--- config.mk ---
export PLATFORM = sky130hd
export DESIGN_NAME = divider_arbiter_flat
export DESIGN_NICKNAME = d
export VERILOG_FILES = /design/src/rtl/divider_arbiter_if.sv /design/src/rtl/divider_arbiter.sv /design/src/flat_wrapper.sv
export SDC_FILE = /design/constraint.sdc
export NUM_CORES = 1
export LEC_CHECK = 0
export ABC_AREA = 1
export CAP_MARGIN = 20
export CORE_AREA = 2 2 83 101
export DETAILED_ROUTE_END_ITERATION = 8
export DIE_AREA = 0 0 85 103
export PLACE_DENSITY = 0.76
export SYNTH_ARGS = -nofsm -noshare
export SYNTH_HDL_FRONTEND = slang
export SYNTH_SLANG_ARGS = --single-unit
--- constraint.sdc ---
create_clock -name clk -period 3.8 [get_ports clk]
set_input_delay 0.38 -clock clk [delete_from_list [all_inputs] [get_ports clk]]
set_output_delay 0.38 -clock clk [all_outputs]
set_load 0.01 [all_outputs]
--- src/rtl/divider_arbiter_if.sv ---
// divider_arbiter_if
//   Bundles every signal between the divider arbiter, its requesters and the
//   shared divider core.
//   slave  : the arbiter side. It takes requests and operands, returns grants,
//            done pulses and results, and drives the divider start and operands.
//   master : the environment side, meaning the requesters plus the divider core.
//   Request side  : req, dividend_in, divisor_in, gnt, done, err, quotient_out,
//                   remainder_out, busy
//   Divider side  : div_strt, div_dividend, div_divisor, div_quotient,
//                   div_remainder, div_idle
interface divider_arbiter_if #(
   parameter int N_REQ = 4,
   parameter int WIDTH = 8
);
   logic [N_REQ-1:0]       req;
   logic [N_REQ*WIDTH-1:0] dividend_in;
   logic [N_REQ*WIDTH-1:0] divisor_in;
   logic [N_REQ-1:0]       gnt;
   logic [N_REQ-1:0]       done;
   logic                   err;
   logic [WIDTH-1:0]       quotient_out;
   logic [WIDTH-1:0]       remainder_out;
   logic                   busy;
   logic                   div_strt;
   logic [WIDTH-1:0]       div_dividend;
   logic [WIDTH-1:0]       div_divisor;
   logic [WIDTH-1:0]       div_quotient;
   logic [WIDTH-1:0]       div_remainder;
   logic                   div_idle;

   modport slave (
      input  req, dividend_in, divisor_in, div_quotient, div_remainder, div_idle,
      output gnt, done, err, quotient_out, remainder_out, busy,
             div_strt, div_dividend, div_divisor
   );

   modport master (
      output req, dividend_in, divisor_in, div_quotient, div_remainder, div_idle,
      input  gnt, done, err, quotient_out, remainder_out, busy,
             div_strt, div_dividend, div_divisor
   );
endinterface

--- src/rtl/divider_arbiter.sv ---
// divider_arbiter
//   Shares one divider core among N_REQ requesters using round-robin arbitration.
//   It latches the winner's operands, pulses div_strt, and waits for the divider
//   to go busy and then idle again. It then returns the quotient, the remainder
//   and err to the winner with a one-cycle done pulse.
//   A zero divisor is answered directly without starting the divider.
//   If the divider never leaves idle after start, the arbiter times out and
//   returns err.
// Ports
//   clk : rising-edge clock
//   rst : synchronous, active-high reset. It aborts any operation in flight,
//         so no done is issued for that operation.
//   bus : divider_arbiter_if.slave. It carries the request side and the
//         divider side.
module divider_arbiter #(
   parameter int N_REQ        = 4,
   parameter int WIDTH        = 8,
   parameter int BUSY_TIMEOUT = 4
) (
   input logic              clk,
   input logic              rst,
   divider_arbiter_if.slave bus
);
   localparam int IW = (N_REQ > 1) ? $clog2(N_REQ) : 1;
   localparam int CW = $clog2(BUSY_TIMEOUT + 1);

   typedef enum logic [2:0] {IDLE, ISSUE, WAIT_BUSY, WAIT_DONE, RESP} state_t;

   state_t           state, state_nxt;
   logic [IW-1:0]    ptr, owner, winner, idx;
   logic             found;
   logic [CW-1:0]    tmo_cnt;
   logic [WIDTH-1:0] win_dividend, win_divisor;
   logic [N_REQ-1:0] gnt_reg;
   logic             err_reg;
   logic [WIDTH-1:0] quo_reg, rem_reg, dvd_reg, dvs_reg;

   // Round-robin search: take the first set req at or after ptr, with wrap-around.
   always_comb begin
      winner = ptr;
      found  = 1'b0;
      idx    = '0;
      for (int k = 0; k < N_REQ; k++) begin
         idx = IW'((int'(ptr) + k) % N_REQ);
         if (!found && bus.req[idx]) begin
            winner = idx;
            found  = 1'b1;
         end
      end
   end

   assign win_dividend = bus.dividend_in[winner*WIDTH +: WIDTH];
   assign win_divisor  = bus.divisor_in[winner*WIDTH +: WIDTH];

   // State register
   always_ff @(posedge clk) begin
      if (rst) state <= IDLE;
      else     state <= state_nxt;
   end

   // Next-state logic
   always_comb begin
      state_nxt = state;
      case (state)
         IDLE:
            if (found && bus.div_idle)
               state_nxt = (win_divisor == '0) ? RESP : ISSUE;
         ISSUE:     state_nxt = WAIT_BUSY;
         WAIT_BUSY:
            if (!bus.div_idle)                     state_nxt = WAIT_DONE;
            else if (tmo_cnt == CW'(BUSY_TIMEOUT)) state_nxt = RESP;
         WAIT_DONE:
            if (bus.div_idle) state_nxt = RESP;
         RESP:      state_nxt = IDLE;
         default:   state_nxt = IDLE;
      endcase
   end

   // Registered datapath: grant, operands, timeout counter, results, pointer.
   // The results register is loaded on the edge that enters RESP.
   // This makes the result valid together with done, and it stays held
   // until the next operation reaches RESP.
   always_ff @(posedge clk) begin
      if (rst) begin
         gnt_reg <= '0;
         owner   <= '0;
         ptr     <= '0;
         dvd_reg <= '0;
         dvs_reg <= '0;
         tmo_cnt <= '0;
         err_reg <= 1'b0;
         quo_reg <= '0;
         rem_reg <= '0;
      end else begin
         case (state)
            IDLE:
               if (state_nxt != IDLE) begin
                  gnt_reg <= N_REQ'(1) << winner;
                  owner   <= winner;
                  dvd_reg <= win_dividend;
                  dvs_reg <= win_divisor;
                  if (state_nxt == RESP) begin
                     err_reg <= 1'b1;
                     quo_reg <= '0;
                     rem_reg <= '0;
                  end
               end
            ISSUE:     tmo_cnt <= '0;
            WAIT_BUSY: begin
               tmo_cnt <= tmo_cnt + 1'b1;
               if (state_nxt == RESP) begin
                  err_reg <= 1'b1;
                  quo_reg <= '0;
                  rem_reg <= '0;
               end
            end
            WAIT_DONE:
               if (state_nxt == RESP) begin
                  err_reg <= 1'b0;
                  quo_reg <= bus.div_quotient;
                  rem_reg <= bus.div_remainder;
               end
            RESP: begin
               gnt_reg <= '0;
               ptr     <= IW'((int'(owner) + 1) % N_REQ);
            end
            default: ;
         endcase
      end
   end

   // Output logic
   always_comb begin
      bus.div_strt = (state == ISSUE);
      bus.done     = (state == RESP) ? gnt_reg : '0;
      bus.busy     = (state != IDLE);
   end

   assign bus.gnt           = gnt_reg;
   assign bus.err           = err_reg;
   assign bus.quotient_out  = quo_reg;
   assign bus.remainder_out = rem_reg;
   assign bus.div_dividend  = dvd_reg;
   assign bus.div_divisor   = dvs_reg;
endmodule

--- src/flat_wrapper.sv ---
// flat-port wrapper written by rule: the top's interface ports become plain ports
module divider_arbiter_flat 
#(
   parameter int N_REQ        = 4,
   parameter int WIDTH        = 8,
   parameter int BUSY_TIMEOUT = 4
)
  (clk, rst, bus_req, bus_dividend_in, bus_divisor_in, bus_div_quotient, bus_div_remainder, bus_div_idle, bus_gnt, bus_done, bus_err, bus_quotient_out, bus_remainder_out, bus_busy, bus_div_strt, bus_div_dividend, bus_div_divisor);
  divider_arbiter_if #(.N_REQ(N_REQ), .WIDTH(WIDTH)) bus_i ();
  input logic clk;
  input logic rst;
  input wire logic [$bits(bus_i.req)-1:0] bus_req;
  input wire logic [$bits(bus_i.dividend_in)-1:0] bus_dividend_in;
  input wire logic [$bits(bus_i.divisor_in)-1:0] bus_divisor_in;
  input wire logic [$bits(bus_i.div_quotient)-1:0] bus_div_quotient;
  input wire logic [$bits(bus_i.div_remainder)-1:0] bus_div_remainder;
  input wire logic [$bits(bus_i.div_idle)-1:0] bus_div_idle;
  output wire logic [$bits(bus_i.gnt)-1:0] bus_gnt;
  output wire logic [$bits(bus_i.done)-1:0] bus_done;
  output wire logic [$bits(bus_i.err)-1:0] bus_err;
  output wire logic [$bits(bus_i.quotient_out)-1:0] bus_quotient_out;
  output wire logic [$bits(bus_i.remainder_out)-1:0] bus_remainder_out;
  output wire logic [$bits(bus_i.busy)-1:0] bus_busy;
  output wire logic [$bits(bus_i.div_strt)-1:0] bus_div_strt;
  output wire logic [$bits(bus_i.div_dividend)-1:0] bus_div_dividend;
  output wire logic [$bits(bus_i.div_divisor)-1:0] bus_div_divisor;
  assign bus_i.req = bus_req;
  assign bus_i.dividend_in = bus_dividend_in;
  assign bus_i.divisor_in = bus_divisor_in;
  assign bus_i.div_quotient = bus_div_quotient;
  assign bus_i.div_remainder = bus_div_remainder;
  assign bus_i.div_idle = bus_div_idle;
  assign bus_gnt = bus_i.gnt;
  assign bus_done = bus_i.done;
  assign bus_err = bus_i.err;
  assign bus_quotient_out = bus_i.quotient_out;
  assign bus_remainder_out = bus_i.remainder_out;
  assign bus_busy = bus_i.busy;
  assign bus_div_strt = bus_i.div_strt;
  assign bus_div_dividend = bus_i.div_dividend;
  assign bus_div_divisor = bus_i.div_divisor;
  divider_arbiter #(.N_REQ(N_REQ), .WIDTH(WIDTH), .BUSY_TIMEOUT(BUSY_TIMEOUT)) u_core (.clk(clk), .rst(rst), .bus(bus_i));
endmodule
Yosys cells after proc, flatten, opt, wreduce, memory -nomap -nowiden

Cells that the tools add are included.

Output and inout port bits: 43
Bits of input ports: 87
Bits in latches: 0
Memories kept: 0
Logic and storage cells: 84
Memory bits (writable): 0
ROM bits: 0
Register bits: 47

Bitwise logic cells: 0
Muxes and demuxes: 37
Eq/ne operators: 8
Divide/modulo/power cells: 0
Reduce and logical (&&, ||, !) cells: 17
Order comparisons: 4
Shifts and indexed selects: 3
$mul: 0
$add $sub $neg: 5

Operators with widths:

| operator                                                                     | number |
|---|---|
| 32-bit by 6-bit variable part select with 8-bit output                       | 2 |
| 8-bit 2-to-1 mux                                                             | 6 |
| 8-bit one-hot mux with 3 select lines                                        | 2 |
| 3-bit 2-to-1 mux                                                             | 5 |
| 2-bit by 3-bit less-than comparator with 1-bit output, second input constant | 4 |
| 3-bit one-hot mux with 4 select lines                                        | 1 |
| 1-bit 2-to-1 mux                                                             | 11 |
| 3-bit equality test, second input constant                                   | 3 |
| 3-bit nonzero test                                                           | 3 |
| 1-bit binary-select mux with 2-bit select                                    | 4 |
| 8-bit zero test                                                              | 1 |
| 4-bit 2-to-1 mux                                                             | 2 |
| 4-bit one-hot mux with 2 select lines                                        | 1 |
| 3-bit by 2-bit equality test with 1-bit output, second input constant        | 2 |
| 2-bit 2-to-1 mux                                                             | 3 |
| 3-bit one-hot mux with 2 select lines                                        | 1 |
| 2-bit by 1-bit adder with 2-bit output, second input constant                | 2 |
| 2-bit adder, second input constant                                           | 2 |
| 1-bit logical AND                                                            | 4 |
| 2-bit by 1-bit inequality test with 1-bit output, second input constant      | 2 |
| 2-bit AND reduction                                                          | 2 |
| 2-bit nonzero test                                                           | 2 |
| 1-bit by 2-bit << shifter with 4-bit output, first input constant            | 1 |
| 3-bit by 1-bit adder with 3-bit output, second input constant                | 1 |
| other kinds (5)                                                              | 7 |

Depth between registers and ports, before layout

Gate-level depths: netlist of the first run.

Depth after elaboration: 21
Gate-level depth with buffers: 23
Gate-level depth less buffers: 22

Worst setup path before layout of the first run

Ideal clock, no wire load.

Path type: reg-to-reg
Start point: register u_core.ptr[0]
End point: register u_core.quo_reg[5] (netlist: u_core.bus.quotient_out[5])
Period minus slack after synthesis: 2.228 ns
Slack: 1.572 ns
Arrival time: 2.096 ns
Data required time: 3.668 ns
Cell stages (with the launch flop): 23
Path buffers: 3
Setup time: 0.132 ns
Cell sequence: dfxtp_1 -> buf_6 -> nand2_2 -> nand2_2 -> nand2_2 -> nand2_4 -> nand2_2 -> nand2_1 -> nand2_2 -> nand2_4 -> nand2_4 -> buf_6 -> nand2_1 -> nand2_1 -> nand2_1 -> nand2_1 -> nor2_1 -> nand2_1 -> nor2_2 -> nand2_4 -> buf_6 -> nand3_2 -> a21oi_1

Cells in the longest elaborated chain, start to end: 21
Elaborated cells on any way between the ends: 38
Classes of those cells: add/sub: 3; eq/ne: 3; shift: 1; mux: 21; reduce/logical: 10

RTL lines:

| what                                                                            | RTL line                                                               | text |
|---|---|---|
| start: declaration                                                              | divider_arbiter.sv:30                                                  | `logic [IW-1:0] ptr, owner, winner, idx;` |
| start signal: assignment                                                        | divider_arbiter.sv:125                                                 | `ptr <= IW'((int'(owner) + 1) % N_REQ);` |
| branches (longest 15 deep; another with 2-bit by 1-bit adder with 2-bit output) | n/a                                                                    |  |
| 3-bit 2-to-1 mux *                                                              | divider_arbiter.sv:66                                                  | `if (found && bus.div_idle)` |
| 3-bit one-hot mux with 4 select lines *                                         | divider_arbiter.sv:64                                                  | `case (state)` |
| 3-bit equality test                                                             | divider_arbiter.sv:102, divider_arbiter.sv:111, divider_arbiter.sv:118 |  |
| 8-bit 2-to-1 mux (2 in a row)                                                   | n/a                                                                    |  |
| 8-bit one-hot mux with 3 select lines                                           | n/a                                                                    |  |
| end signal: assignment                                                          | divider_arbiter.sv:120                                                 | `quo_reg <= bus.div_quotient;` |
| end: declaration                                                                | divider_arbiter.sv:36                                                  | `logic [WIDTH-1:0] quo_reg, rem_reg, dvd_reg, dvs_reg;` |

Every way passes the cells marked *. The select of a mux whose other input is x is not followed.
A chain may end at the register's enable or synchronous reset.

Final worst setup path of the first run

Start point: register u_core.ptr[0]
End point: register u_core.rem_reg[7] (netlist: u_core.bus.remainder_out[7])

Cells in the longest elaborated chain, start to end: 21
Elaborated cells on any way between the ends: 38
Classes of those cells: add/sub: 3; eq/ne: 3; shift: 1; mux: 21; reduce/logical: 10

RTL lines:

| what                                                                            | RTL line                                                               | text |
|---|---|---|
| branches (longest 15 deep; another with 2-bit by 1-bit adder with 2-bit output) | n/a                                                                    |  |
| 3-bit 2-to-1 mux *                                                              | divider_arbiter.sv:66                                                  |  |
| 3-bit one-hot mux with 4 select lines *                                         | divider_arbiter.sv:64                                                  |  |
| 3-bit equality test                                                             | divider_arbiter.sv:102, divider_arbiter.sv:111, divider_arbiter.sv:118 |  |
| 8-bit 2-to-1 mux (2 in a row)                                                   | n/a                                                                    |  |
| 8-bit one-hot mux with 3 select lines                                           | n/a                                                                    |  |
| end signal: assignment                                                          | divider_arbiter.sv:121                                                 | `rem_reg <= bus.div_remainder;` |
| end: declaration                                                                | divider_arbiter.sv:36                                                  |  |

Marked as above.

==> impl_metrics.tcl, run 1 <==
set metrics [dict create \
    grt_pass1_wl_um 13800 \
    cp_cell_sequence "buf_4, inv_2, nand2_1, nand2_4, nand2_1, nand2_1, nand3_1, nand2_1, nand2_1, nand3_1, nand2_1, nand2_1, nand2_1, nor2_1, nand2_1, nor2_2, nand2_4, nand3_1, a21oi_1" \
    worst_pin_slew_ps 904.6 \
    holdPathStages 1 \
    crit_cells 19 \
    hpwl_um 6720 \
    hold_path_class "flip-flop to flip-flop" \
    vdd_drop_max_v 0.0001769 \
    cts_buffer_depth 2 \
    ys_types 27 \
    final_nets 668 \
    power.density_nw_per_um2 320.5 \
    ant_nets 0 \
    synth.avg_cell_area_sq_um 6.352 \
    relSlewSlack_pct 39.53 \
    hold_start "u_core.tmo_cnt[2]" \
    drt_first_pass_iters 4 \
    numCtsBuffers 5 \
    leakage_nw 1.929 \
    antenna_found_initial 0 \
    maxClockFrequency_ghz 0.3295 \
    dpl_cell_area_sq_um 4237 \
    path_buf_inv 2 \
    crit_family "simple AND/OR/NAND/NOR gates" \
    wl_um 8520 \
    hold_ws_ps 463.0 \
    cts_tree "done" \
    setup_viol 0 \
    port-buffer-count 129 \
    clockRootBuffer "clkbuf_8" \
    finalInstanceArea_sq_um 4337 \
    wl_per_cell_um 12.62 \
    p_total_w 0.001390 \
    layout-drive-gt1-share_pct 8.966 \
    track_usage_pct 19.21 \
    start_kind "flip-flop" \
    synth_top_area_share_pct 32.34 \
    clk_pin_slew_worst_paths_ps 90 \
    die_y_um 103 \
    start_util_pct 36.90 \
    die-area_sq_um 8755 \
    outcome "finished, final reports clean" \
    hold_buffers 0 \
    clock_skew_ps 9.295 \
    crit_start "u_core.ptr[0]" \
    dp.cells 666 \
    period_share_pct 79.87 \
    initialDrtViolationCount 190 \
    hold_viol 0 \
    rsz0062_at_grt "false" \
    grt_pass1_vias 3168 \
    viasPerCell 4.911 \
    period_needed_ps 3035 \
    grt_max_degree 29 \
    synthTopCellsByArea "dfxtp_1 32%, nand2_1 19%, nand3_1 7.4%" \
    cp_data_required_time_ps 3980 \
    timing.critical_path.mode_cell "nand2_1" \
    drv_cap 0 \
    regArea_sq_um 940.9 \
    ys_seq_elements 47 \
    worstPathMaxFanout 21 \
    slowest_stage "nand2_1" \
    slowest_delay_ps 400 \
    synth_warnings 0 \
    slew_violations 0 \
    final_cells 675 \
    syn2layout_area_growth_pct 49.08 \
    cts_setup_buffers 0 \
    multiInputGateArea_sq_um 1688 \
    pin_count 130 \
    n_fill_cell 766 \
    drcViolationCount 0 \
    r2r_start "u_core.ptr[0]" \
    yosysSeqAreaShare_pct 32.34 \
    synth.largest_area_cell "dfxtp_1" \
    reg2reg_depth 19 \
    rows 36 \
    core_area_sq_um 7883 \
    clock_latency_ps 310 \
    synth_fp_nets 547 \
    critPathArrivalTime_ps 3210 \
    synthCells 458 \
    end_kind "flip-flop" \
    place_congestion 0.8560 \
    via_count 3315 \
    clock-sinks 47 \
    synth_area_sq_um 2909 \
    finalSetupTns_ps 0 \
    htree_levels 2 \
    grt_overflow 0 \
    die_w_um 85 \
    critPathKind "flip-flop to flip-flop" \
    cts_resized 0 \
    insertedDiodeCount 0 \
]
-- cell usage in the layout, fill, tap and decap left out, types with 10 or more instances in the layout --
cell type        synthesis  layout
nand3_1                 43      43
nand2_2                 14      14
nand3_2                 10      10
nand2_1                150     150
a21oi_1                 29      29
dfxtp_1                 47      47
nor2_1                  48      48
o21ai_0                 23      23
clkdlybuf4s50_1          0     129
inv_1                   42      42
-- power by group --
| group | total (W) | switching (W) | internal (W) |
|---|---|---|---|
| logic | 0.000519 | 0.000272 | 0.000247 |
| registers | 0.000574 | 0.0000299 | 0.000544 |
| clock network | 0.000297 | 0.000168 | 0.000129 |
-- layout make-up --
cell class              instances  share of cell area (%)
inverters                      46                   4.039
clock buffers                   6                   1.673
repair buffers                133                   30.64
clock inverters                 2                  0.2885
well taps                      95                   2.741
multi-input cells             346                   38.92
flip-flops and latches         47                   21.70
-- worst paths after layout --
kind / endpoint / slack, ps
hold reg to reg: u_core.tmo_cnt[2] / 460
setup reg to reg: u_core.bus.remainder_out[7] / 770
hold / removal: u_core.tmo_cnt[2] / 460
setup / recovery: u_core.bus.remainder_out[7] / 770
-- metrics by stage --
stage / worst slack (ps) / utilization [%]
2_1_floorplan: 1572 / -
3_3_place_gp: 645.6 / 53.75
3_5_place_dp: 552.8 / 53.75
4_1_cts: 736.6 / 54.83
5_1_grt: 468.0 / 55.02
6_report: 765.0 / 55.02
-- kinds of logic after synthesis --
kind of cell | after synthesis | synth area share, %
adders and majority gates | 2 | 0.8601
AOI/OAI and AO/OA | 58 | 10.58
DFF | 47 | 32.34
buffers and inverters | 65 | 9.634
xor gates and xnor gates | 1 | 0.3011
and+or+nand+nor | 285 | 46.28
-- per-layer routing --
metal / vias to the layer above / routed length (um) / global-route usage (%)
met3: 15 / 503 / 4.404
li1: 1695 / - / -
met4: 0 / 165 / 6.105
met2: 97 / 4509 / 37.08
met5: - / 0 / 0
met1: 1508 / 3341 / 20.60
-- cell usage after synthesis --
| master | n |
|---|---|
| inv_2 | 2 |
| o211ai_1 | 2 |
| clkinv_1 | 1 |
| xor2_1 | 1 |
| nand2_2 | 14 |
| inv_1 | 42 |
| ha_1 | 2 |
| nor2_2 | 1 |
| buf_1 | 2 |
| a21oi_2 | 2 |
| a211oi_1 | 1 |
| nand2_4 | 8 |
| nand2_1 | 150 |
| nand3_2 | 10 |
| o21ai_0 | 23 |
| nor2_1 | 48 |
| nand4_4 | 2 |
| nand4_1 | 8 |
| nand3_1 | 43 |
| dfxtp_1 | 47 |
| inv_4 | 1 |
| buf_6 | 4 |
| buf_2 | 3 |
| nor2_4 | 1 |
| o21bai_1 | 1 |
| clkbuf_1 | 10 |
| a21oi_1 | 29 |
Power figures use the tool's default switching activity.
==> run 2, diff against run 1 <==
==> constraint.sdc (replaced) <==
create_clock -name clk -period 2.8 [get_ports clk]
set_input_delay 0.28 -clock clk [delete_from_list [all_inputs] [get_ports clk]]
set_output_delay 0.28 -clock clk [all_outputs]
set_load 0.01 [all_outputs]
==> run 2 against run 1 <==
Compared with the run above:
- via count unchanged
- register-to-register slack lost 450 ps
- flip-flop and latch count unchanged
- utilization up 1.1 points
- die area stayed put
- largest cell class unchanged
- largest power group unchanged
==> impl_metrics.tcl, run 2 (synthesis results as in run 1) <==
set metrics [dict create \
    critPathKind "flip-flop to flip-flop" \
    finalInstanceArea_sq_um 4422 \
    via_count 3315 \
    setup_slack_ps 317.8 \
    maxClockFrequency_ghz 0.4029 \
    rsz0062_at_grt "false" \
    layout_common_cells "149 x nand2_1, 129 x clkdlybuf4s50_1, 48 x nor2_1" \
    slew_violations 0 \
    dpl_cell_area_sq_um 4297 \
    leakage_nw 1.979 \
    die_w_um 85 \
    rows 36 \
    relSlewSlack_pct 38.30 \
    numCtsBuffers 5 \
    track_usage_pct 19.13 \
    pin_count 130 \
    layout-drive-gt1-share_pct 10.73 \
    cts_tree "done" \
    reg2reg_depth 19 \
    clock_skew_ps 8.394 \
    insertedDiodeCount 0 \
    finalSetupTns_ps 0 \
    worst_pin_slew_ps 922.9 \
    viasPerCell 4.861 \
    end_kind "flip-flop" \
    hpwl_um 6798 \
    antenna_found_initial 0 \
    crit_start "u_core.ptr[0]" \
    wl_per_cell_um 12.42 \
    hold_path_class "flip-flop to flip-flop" \
    n_fill_cell 751 \
    port-buffer-count 129 \
    hold_start "u_core.tmo_cnt[2]" \
    grt_max_degree 23 \
    drcViolationCount 0 \
    outcome "finished, final reports clean" \
    start_util_pct 36.90 \
    r2r_end "u_core.bus.remainder_out[7]" \
    grt_pass1_wl_um 13770 \
    critPathArrivalTime_ps 2670 \
    wl_um 8471 \
    layout_commonest_cell "nand2_1" \
    worstPathMaxFanout 18 \
    period_needed_ps 2482 \
    rrSetupSlack_ps 320 \
    clock_latency_ps 300 \
    cp_data_required_time_ps 2990 \
    syn2layout_area_growth_pct 52.00 \
    grt_overflow 0 \
    worst_hold_path.endpoint "u_core.tmo_cnt[2]" \
    r2r_start "u_core.ptr[0]" \
    clockRootBuffer "clkbuf_8" \
    power.density_nw_per_um2 454.5 \
    cts_buffer_depth 2 \
    drv_cap 0 \
    die-area_sq_um 8755 \
    p_total_w 0.002010 \
    period_share_pct 88.65 \
    post-place-ws_ps -26.70 \
    vdd_drop_max_v 0.0002167 \
    core_area_sq_um 7883 \
    start_kind "flip-flop" \
    ant_nets 0 \
    place_congestion 0.8665 \
    initialDrtViolationCount 150 \
    final_nets 675 \
    die_y_um 103 \
    clk_pin_slew_worst_paths_ps 90 \
    setup_viol 0 \
    clock-sinks 47 \
    grt_pass1_vias 3220 \
    hold_viol 0 \
    cts_setup_buffers 0 \
    drt_first_pass_iters 4 \
    htree_levels 2 \
    holdPathStages 1 \
]
==> run 2: final cells by class <==
class	instances	area [sq um]	share of cell area (%)
multi-input combinational	346	1690	38.23
timing repair buffer	140	1374	31.07
sequential	47	942.2	21.31
inverter	46	178.9	4.046
tap	95	118.9	2.688
clock buffer	6	82.58	1.868
clock inverter	2	35.03	0.7923
==> run 2: worst max-delay path by stage <==
stage / end / slack [ps] / cells after the start
2_1_floorplan: u_core.bus.quotient_out[5] / 570 / 22
3_3_place_gp: u_core.bus.quotient_out[0] / 40 / 18
3_5_place_dp: u_core.bus.quotient_out[4] / -30 / 18
4_1_cts: u_core.bus.quotient_out[4] / 170 / 17
5_1_grt: u_core.bus.remainder_out[7] / 30 / 18
6_report: u_core.bus.remainder_out[7] / 320 / 19
==> run 2: per-layer routing <==
layer	part of all wire, %	global-route usage, %
met1	40	20.57
met2	51	35.28
met3	6.4	5.204
met4	2.9	8.059
met5	0	0
==> run 2: worst max-delay path: stages (launching register included) <==
cell and delay, ps:
dfxtp_1 350, buf_4 220, nand2_2 70, nand2_2 100
nand2_2 70, nand2_4 100, nand3_2 100, nand2_2 100
nand2_4 50, buf_4 180, nand3_1 80, nand2_1 60
nand2_1 50, nand2_1 70, nor2_1 110, nand2_1 80
nor2_2 170, nand2_4 180, nand3_1 130, a21oi_1 90
==> run 2: timing repair <==
item                                    CTS  global route
resized for setup                         0             3
hold buffers                              0             0
endpoints found under the setup margin    0            26
==> run 2: where the power goes <==
group	leakage [nW]	switching, W	internal, W
clock network	0.0612	0.000223	0.000289
logic	1.53	0.000373	0.000345
registers	0.384	0.0000420	0.000738
==> run 2: through the flow <==
step                instances  hold slack (ps)  util (%)
CTS                       682            483.9     56.00
floorplan                 458            428.5         -
detailed placement        674            461.8     54.51
global route              682            503.0     56.10
global placement          674            443.9     54.51
finish                    682            479.3     56.10
==> run 3, diff against run 2 <==
--- a/config.mk
+++ b/config.mk
@@ -10,7 +10,7 @@
 export CORE_AREA = 2 2 83 101
 export DETAILED_ROUTE_END_ITERATION = 8
 export DIE_AREA = 0 0 85 103
-export PLACE_DENSITY = 0.76
+export PLACE_DENSITY = 0.79
 export SYNTH_ARGS = -nofsm -noshare
 export SYNTH_HDL_FRONTEND = slang
 export SYNTH_SLANG_ARGS = --single-unit
==> constraint.sdc (replaced) <==
create_clock -name clk -period 2 [get_ports clk]
set_input_delay 0.2 -clock clk [delete_from_list [all_inputs] [get_ports clk]]
set_output_delay 0.2 -clock clk [all_outputs]
set_load 0.01 [all_outputs]
==> run 3 against run 2 <==
Compared with the run above:
- the flow now finishes with violations (setup timing)
- global-route usage increased by 0.87 points
- critical endpoint is now u_core.bus.quotient_out[2]
- non-clock buffer count increased by 35
- largest power group is now combinational logic
- combinational power increased by 82%
- critical path depth unchanged
==> impl_metrics.tcl, run 3 (synthesis results as in run 1) <==
set metrics [dict create \
    grt_pass1_vias 3361 \
    crit_start "u_core.ptr[0]" \
    hold_viol 0 \
    end_kind "flip-flop" \
    pin_count 130 \
    post-route-util_pct 65.90 \
    power.density_nw_per_um2 622.0 \
    clock_skew_ps 6.833 \
    antenna_found_initial 0 \
    core_area_sq_um 7883 \
    n_fill_cell 666 \
    worst_hold_path.endpoint "u_core.bus.quotient_out[5]" \
    share_comb_of_total_power_pct 40.6 \
    r2r_end "u_core.bus.quotient_out[2]" \
    initialDrtViolationCount 135 \
    cts_tree "done" \
    reg2reg_depth 19 \
    period_share_pct 122.9 \
    htree_levels 2 \
    die_y_um 103 \
    layout_common_cells "129 x clkdlybuf4s50_1, 126 x nand2_1, 45 x dfxtp_1" \
    hpwl_um 6849 \
    rrSetupSlack_ps -460 \
    drcViolationCount 0 \
    rows 36 \
    rsz0062_at_grt "true" \
    cp_data_required_time_ps 2190 \
    syn2layout_area_growth_pct 78.58 \
    clock_latency_ps 300 \
    holdPathStages 3 \
    dpl_cell_area_sq_um 4481 \
    grt_overflow 0 \
    layout_commonest_cell "clkdlybuf4s50_1" \
    grt_pass1_wl_um 14570 \
    clockRootBuffer "clkbuf_8" \
    place_congestion 0.8546 \
    worstPathMaxFanout 8 \
    numCtsBuffers 5 \
    clk_pin_slew_worst_paths_ps 90 \
    slew_violations 0 \
    power.internal_w 0.002186 \
    critPathArrivalTime_ps 2650 \
    cts_buffer_depth 2 \
    hold_start "bus_div_quotient[5]" \
    hold_path_class "input pin to flip-flop" \
    maxClockFrequency_ghz 0.4067 \
    hold_buffers 0 \
    drt_first_pass_iters 4 \
    leakage_nw 2.336 \
    viasPerCell 4.989 \
    drv_cap 0 \
    setup_viol 31 \
    start_util_pct 36.90 \
    period_needed_ps 2459 \
    via_count 3602 \
    final_nets 715 \
    outcome "complete, but fails checks" \
    finalSetupTns_ps -10530 \
    vdd_drop_max_v 0.0004542 \
    clkPwrFrac_pct 25.4 \
    r2r_start "u_core.ptr[0]" \
    layout-drive-gt1-share_pct 24.24 \
    die_w_um 85 \
    violations "setup timing" \
    p_total_w 0.003231 \
    grt_max_degree 19 \
    pwr-share-seq_pct 34.0 \
    ant_nets 0 \
    relSlewSlack_pct 67.48 \
    insertedDiodeCount 0 \
    clock-sinks 47 \
    port-buffer-count 129 \
    wl_um 9902 \
    start_kind "flip-flop" \
    critPathKind "flip-flop to flip-flop" \
    track_usage_pct 20.00 \
    switching_share_pct 32.36 \
    wl_per_cell_um 13.71 \
    die-area_sq_um 8755 \
    finalInstanceArea_sq_um 5195 \
    setup_slack_ps -458.5 \
    switchingPower_w 0.001046 \
    worst_pin_slew_ps 487.2 \
]
run 3: cell count changes in the layout (fill, tap and decap cells not counted), moves of 9 or more:
cell	previous run	this run
nand2_2	15	25
nand3_1	43	32
o21ai_0	23	6
o21ai_1	0	15
nand2_4	8	24
nor2_1	48	39
nand2_1	149	126
nand3_2	10	20
buf_4	11	26
buf_6	0	9
run 3: cell type report:
type	instances	area, sq um	share of cell area, %
clock buffer	5	68.82	1.325
tap	95	118.9	2.288
multi-input combinational	350	1989	38.29
inverter	46	192.7	3.709
clock inverter	3	67.56	1.301
timing repair inverter	1	6.256	0.1204
sequential	47	948.4	18.26
timing repair buffer	175	1803	34.71
run 3: how the worst max path moves through the flow:
stage,cells past startpoint,end,slack [ps]
final,19,u_core.bus.quotient_out[2],-460
after global routing,20,u_core.bus.err,-610
after CTS,20,u_core.bus.quotient_out[7],-380
after detailed placement,17,u_core.bus.div_dividend[3],-770
after global placement,17,u_core.bus.div_dividend[2],-590
after floorplan,23,u_core.bus.quotient_out[5],-210
run 3: repair_timing:
item,4_1_cts,5_1_grt
setup buffers,1,12
gates resized for setup,16,101
pin swaps,6,17
setup endpoints to repair,41,45
cloned,4,4
run 3: through the flow:
stage / setup slack, ps / hold WS (ps) / cells
final: -458.5 / 456.9 / 722
after detailed placement: -766.3 / 464.3 / 693
after CTS: -378.7 / 451.9 / 706
after floorplan: -211.6 / 348.9 / 458
after global routing: -610.7 / 460.3 / 722
after global placement: -587.6 / 442.8 / 693
run 3: worst max-delay path, cell delays in order, from the launching register on:
cell	delay, ps
dfxtp_4	380
clkbuf_16	160
nand2_4	60
nand3_1	140
nand2_4	150
nand4_4	150
nand2_4	140
nand2_8	70
buf_12	140
nand2_1	60
nand2_1	50
nand2_1	70
nand2_2	70
nor2_2	120
nand2_2	70
nor2_4	130
buf_12	140
nand2_4	90
nand3_2	70
a21oi_1	60
run 3: power by group through the flow:
stage,logic [W],registers (W),clock network (W)
2_1_floorplan,0.000491,0.00114,0
3_3_place_gp,0.00104,0.00111,0
3_5_place_dp,0.00107,0.00112,0
4_1_cts,0.00111,0.00109,0.000837
5_1_grt,0.00145,0.00111,0.000871
6_report,0.00131,0.00110,0.000822
run 3: routing by layer:
layer  up-vias  share of wire [%]  GRT usage [%]
li1       1808                  -              -
met1      1625                 36          21.24
met2       138                 55          37.86
met3        31                6.4          4.884
met4         0                2.7          7.937
met5         -                  0              0
==> patch, RTL diff (settings of run 3) <==
The 5 states of `state_t` get a one-hot encoding in 5 bits.
--- a/src/rtl/divider_arbiter.sv
+++ b/src/rtl/divider_arbiter.sv
@@ -25,5 +25,5 @@
    localparam int CW = $clog2(BUSY_TIMEOUT + 1);
 
-   typedef enum logic [2:0] {IDLE, ISSUE, WAIT_BUSY, WAIT_DONE, RESP} state_t;
+   typedef enum logic [4:0] {IDLE = 5'b00001, ISSUE = 5'b00010, WAIT_BUSY = 5'b00100, WAIT_DONE = 5'b01000, RESP = 5'b10000} state_t;
 
    state_t           state, state_nxt;
Formal check against the unedited RTL: same outputs for any inputs over 4 cycles, from zero or initial values and one cycle with rst high; so few cycles prove little.
==> patch against run 3 <==
  * The flow still finishes with violations (negative setup slack)
  * Critical endpoint is now u_core.bus.remainder_out[7]
  * Worst setup slack worse by 150 ps
  * Area after synthesis up 9.4%
  * Final area up 8.8%
  * Routed wire length up 10%
  * Largest cell class unchanged
  * Synthesized cell count up 10%
  * Die area unchanged
  * Cell count up 8.4%
  * Via count up 9.6%
  * Power down 15%
  * Clock power up 1%
  * Sequential cell count up 2
  * Hold slack better by 20 ps
  * Non-clock buffer count up 20
==> patch: results (changes against run 3) <==
stage,metric,value,unit,change
status,status,"finished, violations left",,
status,violations,negative setup slack,,
placement,gp_congestion,0.8527,,-0.22%
global_routing,grt_pass1_vias,3518,,+4.7%
critical_path,cp_max_fo,9,,+1
clock_tree,ctsRootBufferMaster,clkbuf_8,,
clock_tree,insertion_delay,300,ps,about the same
yosys,ys_types,32,,+19%
critical_path,arrival,2810,ps,+160 ps
sta,skew,7.195,ps,+0.3623 ps
placement,hpwl,7.208,mm,+5.2%
detailed_routing,first_pass_iters,4,,unchanged
power_and_ir_drop,vdd_drop_max,388.3,uV,-15%
yosys,synth.area.top_cells,"dfxtp_1 31%, nand2_1 17%, inv_1 9.1%",,
yosys,ys_top_cells_by_count,"146 x nand2_1, 77 x inv_1, 49 x dfxtp_1, 49 x nor2_1, 33 x nand3_1",,
detailed_routing,first_iter_violations,142,,+5.2%
yosys,syn-num-nets,594,,+8.6%
sta,setup_slack,-607.2,ps,-148.7 ps
global_routing,grt_pass1_wl,14.88,mm,+2.1%
min_path,hold_class,flip-flop to flip-flop,,
global_routing,grt_use_total,20.51,%,+0.51 points
sta,setup-tns-final,-16180,ps,-5653 ps
final_layout,drive_gt1_share,27.76,%,+3.5 points
final_layout,n_antenna_cell,0,,unchanged
final_layout,nFillCells,600,,-9.9%
sta,worst_pin_slew,585.5,ps,+98.29 ps
global_routing,grt_max_degree,35,,+16
power_and_ir_drop,leakage,2.797,nW,+20%
yosys,ys_seq_area_share,30.83,%,-1.5 points
min_path,worstHoldStart,u_core.bus.gnt[2],,
sta,setup_violations,41,,+32%
detailed_routing,via_per_inst,5.043,,+1.1%
final_layout,fin_nets,776,,+8.5%
yosys,yosys_most_used_dff,dfxtp_1,,
detailed_routing,wl_per_cell,13.97,um,+1.9%
==> patch: changes by cell type after synthesis, moves of 3 or more <==
cell / delta
buf_4: +3
nand3_1: -10
inv_1: +35
a22oi_1: +8
nand2_4: -5
o21bai_1: +7
o211ai_1: +8
o21ai_0: -10
nand2_1: -4
clkinv_1: +3
nor4_1: +4
==> patch: power by group <==
part	switching, mW	internal [mW]
combinational	0.378	0.456
sequential	0.0360	1.03
clock	0.337	0.497
==> patch: cell families (layout without fill, tap and decap cells) <==
group	count (synthesis)	after routing	share of synthesized area, %
DFF	49	49	30.83
and+or+nand+nor	278	280	40.86
buffers and inverters	106	287	14.08
xor gates and xnor gates	1	1	0.2753
adders and majority gates	2	2	0.7863
AOI/OAI and AO/OA	69	69	13.17
==> patch: layer usage <==
layer | vias to the layer above | GRT usage, % | share of wire (%)
li1 | 1960 | - | -
met1 | 1842 | 23.07 | 40
met2 | 119 | 38.40 | 53
met3 | 28 | 3.363 | 4.1
met4 | 0 | 8.303 | 2.5
met5 | - | 0 | 0
==> patch: path summary, 6_finish.rpt <==
kind / to / slack, ps / depth (start not counted)
min: u_core.bus.gnt[2] / 480 / 2
max reg2reg: u_core.bus.remainder_out[7] / -610 / 19
min reg2reg: u_core.bus.gnt[2] / 480 / 2
max: u_core.bus.remainder_out[7] / -610 / 19
==> patch: per-stage QoR <==
step / std cells / area (um2) / hold WS [ps] / setup WS [ps] / utilization [%]
floorplan: 505 / 3261 / 370.6 / -232.5 / -
global placement: 749 / 4877 / 439.1 / -585.1 / 61.87
detailed placement: 749 / 4877 / 463.0 / -721.3 / 61.87
CTS: 758 / 5069 / 476.4 / -458.8 / 64.30
global route: 783 / 5652 / 508.7 / -770.0 / 71.70
finish: 783 / 5652 / 477.1 / -607.2 / 71.70
==> patch: cell type report <==
type                       count  area (um2)  share of cell area (%)
multi-input combinational    352        2135                   37.77
clock inverter                 3       65.06                   1.151
tap                           95       118.9                   2.103
sequential                    49       988.4                   17.49
timing repair buffer         195        1938                   34.29
clock buffer                   5       68.82                   1.218
inverter                      84       337.8                   5.977
==> patch: repair_timing <==
item / CTS / global route
gates resized for setup: 13 / 89
cloned: 0 / 8
setup endpoints to repair: 39 / 46
pin swaps: 2 / 36
setup buffers: 1 / 18
==> patch: worst register-to-register path, cell delays in order (launching register included) <==
cell	delay (ps)
dfxtp_4	390
buf_12	140
nand2_1	70
nand2_2	80
nand2_4	70
nand2_4	80
nor2_4	150
nand4_4	220
buf_6	210
nand3_1	80
nand2_1	70
nand2_1	70
nand2_2	60
nor2_2	90
nand2_2	70
nor2_4	130
nand2_4	120
clkbuf_16	210
a21oi_2	140
nor2_1	60
